**config.mk**
```make
export PLATFORM = sky130hd
export DESIGN_NAME = skew_delay_line
export DESIGN_NICKNAME = d
export VERILOG_FILES = /design/src/rtl/GEMM_pkg.sv /design/src/rtl/skew_delay_line_lane.sv /design/src/rtl/skew_delay_line.sv
export SDC_FILE = /design/constraint.sdc
export NUM_CORES = 2
export LEC_CHECK = 0
export CAP_MARGIN = 20
export CORE_ASPECT_RATIO = 0.6
export CORE_MARGIN = 1
export CORE_UTILIZATION = 60
export CTS_CLUSTER_DIAMETER = 150
export DETAILED_ROUTE_END_ITERATION = 8
export HOLD_SLACK_MARGIN = 0.1
export PLACE_DENSITY = 0.83
export SLEW_MARGIN = 20
export SYNTH_ARGS = -nofsm -noshare
export SYNTH_HDL_FRONTEND = slang
export SYNTH_SLANG_ARGS = --single-unit
```
**constraint.sdc**
```tcl
create_clock -name clk -period 110.2 [get_ports clk]
set_clock_uncertainty 0.05 [all_clocks]
set_input_delay 22.04 -clock clk [delete_from_list [all_inputs] [get_ports clk]]
set_output_delay 22.04 -clock clk [all_outputs]
set_load 0.01 [all_outputs]
```
**src/rtl/GEMM_pkg.sv**
```systemverilog
// Shared GEMM datapath types: command bus encoding, skew direction and flush FSM states.
package GEMM_pkg;

    typedef enum logic [1:0] {
        CMD_NOP    = 2'd0,
        CMD_STREAM = 2'd1,
        CMD_LOAD   = 2'd2,
        CMD_DRAIN  = 2'd3
    } command_t;

    typedef enum logic {
        SKEW_ASC  = 1'b0,
        SKEW_DESC = 1'b1
    } skew_dir_t;

    typedef enum logic {
        FLUSH_IDLE = 1'b0,
        FLUSH_RUN  = 1'b1
    } flush_state_t;

    // Skew in advances for one lane; ascending staggers inputs, descending realigns outputs.
    function automatic int unsigned lane_skew(input int unsigned sa_size,
                                              input int unsigned dir,
                                              input int unsigned lane);
        return (dir == 32'(SKEW_DESC)) ? (sa_size - 1 - lane) : lane;
    endfunction

endpackage

```
**src/rtl/skew_delay_line_lane.sv**
```systemverilog
// One lane of the skew line: DEPTH data/valid stages that shift together on advance.
module skew_lane #(
    parameter int unsigned DEPTH      = 1,
    parameter int unsigned DATA_WIDTH = 32
) (
    input  logic                  clk,
    input  logic                  reset,
    input  logic                  advance,
    input  logic                  zero_fill,
    input  logic [DATA_WIDTH-1:0] in_data,
    input  logic                  in_valid,
    output logic [DATA_WIDTH-1:0] out_data,
    output logic                  out_valid,
    output logic                  any_valid
);

    logic [DATA_WIDTH-1:0] data_q [DEPTH];
    logic [DEPTH-1:0]      valid_q;

    always_ff @(posedge clk or posedge reset) begin
        if (reset) begin
            for (int unsigned k = 0; k < DEPTH; k++) begin
                data_q[k] <= '0;
            end
            valid_q <= '0;
        end else if (advance) begin
            data_q[0]  <= zero_fill ? '0 : in_data;
            valid_q[0] <= zero_fill ? 1'b0 : in_valid;
            for (int unsigned k = 1; k < DEPTH; k++) begin
                data_q[k]  <= data_q[k-1];
                valid_q[k] <= valid_q[k-1];
            end
        end
    end

    assign out_data  = data_q[DEPTH-1];
    assign out_valid = valid_q[DEPTH-1];
    assign any_valid = |valid_q;

endmodule

```
**src/rtl/skew_delay_line.sv**
```systemverilog
// Per-lane skew/deskew delay line with a self-timed zero-fill flush sequencer.
module skew_delay_line
    import GEMM_pkg::*;
#(
    parameter int unsigned SA_SIZE       = 8,
    parameter int unsigned DATA_WIDTH    = 32,
    parameter int unsigned SKEW_DIR      = 0,
    parameter int unsigned EXTRA_LATENCY = 0
) (
    input  logic                                clk,
    input  logic                                reset,
    input  command_t                            cmd,
    input  logic [SA_SIZE-1:0][DATA_WIDTH-1:0]  in_data,
    input  logic                                in_valid,
    input  logic                                flush_req,
    output logic [SA_SIZE-1:0][DATA_WIDTH-1:0]  out_data,
    output logic [SA_SIZE-1:0]                  out_valid,
    output logic                                busy,
    output logic                                flush_done
);

    localparam int unsigned D_MAX = SA_SIZE + EXTRA_LATENCY;
    localparam int unsigned CNT_W = $clog2(D_MAX + 1);

    flush_state_t     state_q, state_d;
    logic [CNT_W-1:0] cnt_q, cnt_d;
    logic             done_q, done_d;
    logic             advance, zero_fill;
    logic [SA_SIZE-1:0] lane_busy;

    always_ff @(posedge clk or posedge reset) begin
        if (reset) begin
            state_q <= FLUSH_IDLE;
            cnt_q   <= '0;
            done_q  <= 1'b0;
        end else begin
            state_q <= state_d;
            cnt_q   <= cnt_d;
            done_q  <= done_d;
        end
    end

    // A stream command in the same cycle as flush_req still captures; flushing starts next cycle.
    always_comb begin
        state_d   = state_q;
        cnt_d     = cnt_q;
        done_d    = 1'b0;
        advance   = 1'b0;
        zero_fill = 1'b0;
        case (state_q)
            FLUSH_IDLE: begin
                advance = (cmd == CMD_STREAM);
                if (flush_req) begin
                    state_d = FLUSH_RUN;
                    cnt_d   = CNT_W'(D_MAX);
                end
            end
            FLUSH_RUN: begin
                advance   = 1'b1;
                zero_fill = 1'b1;
                cnt_d     = cnt_q - CNT_W'(1);
                if (cnt_q == CNT_W'(1)) begin
                    state_d = FLUSH_IDLE;
                    done_d  = 1'b1;
                end
            end
            default: state_d = FLUSH_IDLE;
        endcase
    end

    for (genvar r = 0; r < SA_SIZE; r++) begin : g_lane
        localparam int unsigned DEPTH =
            lane_skew(SA_SIZE, SKEW_DIR, r) + 1 + EXTRA_LATENCY;

        skew_lane #(
            .DEPTH      (DEPTH),
            .DATA_WIDTH (DATA_WIDTH)
        ) u_lane (
            .clk       (clk),
            .reset     (reset),
            .advance   (advance),
            .zero_fill (zero_fill),
            .in_data   (in_data[r]),
            .in_valid  (in_valid),
            .out_data  (out_data[r]),
            .out_valid (out_valid[r]),
            .any_valid (lane_busy[r])
        );
    end

    assign busy       = (state_q == FLUSH_RUN) | (|lane_busy);
    assign flush_done = done_q;

endmodule

```
==> run summary <==
Hold_sp = g_lane[7].u_lane.data_q[124]
Seq/Total Area, Yosys = 65.8%
Max-slew violations = 0
Critical path peak fanout = 222
CP Data Required Time = 110690 ps
Reg2Reg Setup Slack = 104770 ps
Worst Max-Slew Pin Slew = 1230 ps
Initial antenna violation count = 11
Vias in the first global route = 23600
Worst path slowest cell = buf_4
Nets = 3269
Slew headroom = 17.9%
Core area = 72400 µm²
Grt ovf = 0
DRT antenna net count = 0
Arrival time worst endpoint = 27280 ps
Vias = 22300
Post-CTS sizing = 0
Element type at the critical path end = flop
Post-Syn Nets = 3006
Max cap viols = 0
HP Class = reg -> reg
Clock Pin Slew Worst Setup and Hold Paths = 60 ps
GPL Wtd Cong = 0.781
Area after DPL = 48500 µm²
Average wire per standard cell = 19.7 µm
Share of layout cells above drive strength 1 = 32.1%
Post-route cell area = 51900 µm²
Sw Share = 26.5%
Initial core utilization = 61.2%
Critical R2R Launch = state_q
Critical path, cell by cell = clkdlybuf4s50_1 -> inv_1 -> a21oi_4 -> buf_4 -> buf_4 -> buf_12 -> buf_4 -> buf_4 -> mux2_2
Hold-fix buffers at CTS = 0
F_max = 37.3 MHz
Syn_area_per_cell = 16.2 µm²
Clock network fraction of total power = 33.5%
Synth warn = 0
Area Growth Syn to Fin = 17.2%
Leak pwr = 25.7 nW
Worst Setup Start Kind = primary input
Cell count after synthesis = 2742
I/O Pins = 528
Delay-heaviest family, CP = buffers and inverters
Unrepaired setup endpoints after global routing = false
Clk buf depth = 3
Critical path's most frequent cell = buf_4
Tcrit/Tclk final = 24.3%
H-tree levels = 3
Die height = 213 µm
P_sw = 0.282 mW
Post-detail-place hpwl = 50.6 mm
Final TNS setup = 0 ps
Cts bufs inserted = 97
Setup repair bufs after CTS = 0
Cell internal pwr = 0.785 mW
Comb pwr share = 19.1%
Via/cell ratio = 5.49
Crit path time final = 26800 ps
Cell variety after synth = 23
PD cells = 20.5 nW/µm²
CTS tree = built
First-pass GRT wire length = 129 mm
Router iterations before antenna repair = 5
Post-route DRC violation count = 0
Worst vdd ir = 0.0000176 V
Setup crit start = cmd[1]
Placement Rows = 76
Die ar. = 75000 µm²
Run status = finished, final reports clean
Fin. Hold Viols = 0
Slowest stage delay, CP = 860 ps
Initial detailed-routing violation count = 1317
Clk_lat worst skew = 660 ps
WP buf/inv = 7
Buffers on Ports = 527
# setup viols final = 0
Seq pwr share = 47.4%
GRT Overall Usage = 21.5%
Setup Crit Path Kind = in -> reg
WL final = 80.2 mm
Mapped cell area = 44300 µm²
CTS sink count = 1166
Die X-Extent = 353 µm
Clk root buf = clkbuf_16
Largest net degree at the start of global routing = 223
#FFs+latches synth = 1166
[state kept, by name (all words and copies together), names as in the netlist]
name and count:
g_lane.u_lane.data_q 896, g_lane.u_lane.out_data 256, g_lane.u_lane.valid_q 8, cnt_q 4
flush_done 1, state_q 1
[stage by stage]
step                power (mW)  hold WS (ps)  instances  worst slack [ps]  util (%)
global placement         0.706           411       3879             82910      67.0
CTS                       1.08           432       4057             83470      71.7
global route              1.11           444       4061             83050      71.8
finish                    1.07           428       4065             83400      71.8
detailed placement       0.718           418       3879             82740      67.0
floorplan                0.673           397       2742             55270         -
[worst reg2reg max path: stages, from the launching register on]
cell	delay [ps]
dfrtp_1	520
a21oi_4	180
buf_4	580
buf_4	880
buf_12	710
buf_4	1110
buf_4	830
mux2_2	430
[cells in the final DEF, fill, tap and decap left out, types with 3 or more instances in the layout]
cell,n
inv_1,3
bufinv_16,11
o21ai_0,3
diode_2,6
mux2_2,799
nand2_1,3
nor2_1,3
mux2_1,104
clkbuf_1,18
clkinvlp_4,7
clkbuf_16,99
buf_12,5
a22o_1,257
clkinv_2,18
dfrtp_1,1166
clkbuf_8,16
inv_6,4
clkdlybuf4s50_1,527
buf_6,4
buf_4,15
clkinv_8,3
[power by group through the flow]
stage          Combinational, mW  Clock [mW]  Sequential [mW]
3_5_place_dp               0.205           0            0.513
5_1_grt                    0.219       0.382            0.512
4_1_cts                    0.206       0.365            0.506
6_report                   0.204       0.358            0.506
3_3_place_gp               0.197           0            0.509
2_1_floorplan              0.168           0            0.505
[cells in the mapped netlist]
library cell	number	area share (%)
a21oi_2	1	0.020
nor2b_1	1	0.014
nor2_1	3	0.025
a21oi_1	1	0.011
and3_1	1	0.014
inv_2	1	0.0085
buf_2	137	1.5
mux2i_1	1	0.023
nor3_1	1	0.011
clkbuf_1	3	0.025
mux2_1	104	2.6
a22o_1	257	5.1
nor4_1	2	0.028
dfrtp_1	1166	66
mux2_2	799	20
ha_1	2	0.056
nand2_1	3	0.025
o22ai_1	1	0.014
nand3_1	1	0.011
inv_1	4	0.034
nor4b_1	1	0.020
o21ai_0	3	0.034
buf_4	249	4.2
[area by class of cell]
| class | count | area [µm²] |
|---|---|---|
| fillers | 4344 | 20400 |
| clock buffers | 133 | 2770 |
| clock inverters | 45 | 578 |
| repair buffers | 553 | 5590 |
| diodes | 6 | 15.0 |
| inverters | 5 | 31.3 |
| multi-input cells | 1182 | 12600 |
| well taps | 975 | 1220 |
| flip-flops and latches | 1166 | 29200 |
[routing by layer]
layer / routed length (µm) / track usage, %
met5: 84 / 0
met4: 1680 / 6.03
met1: 34500 / 29.2
met2: 39800 / 35.3
met3: 4210 / 4.89
[kinds of logic (layout without fill, tap and decap cells)]
kind of cell	count (synthesis)	after routing	synth area share [%]
and+or+nand+nor	13	13	0.150
other	0	6	0
adders and majority gates	2	2	0.0565
muxes	904	904	23.0
DFF	1166	1166	65.8
buffers and inverters	394	736	5.83
AOI/OAI and AO/OA	263	263	5.16
[path summary, 6_finish.rpt]
kind                                                  to  cells past startpoint
hold reg to reg              g_lane[7].u_lane.data_q[92]                      1
min in group asynchronous    g_lane[5].u_lane.data_q[67]                      2
setup / recovery             g_lane[4].u_lane.data_q[38]                      9
max in group asynchronous  g_lane[2].u_lane.out_data[24]                      5
setup reg to reg             g_lane[4].u_lane.data_q[38]                      7
hold / removal               g_lane[7].u_lane.data_q[92]                      1
(Power assumes the default switching activity.)
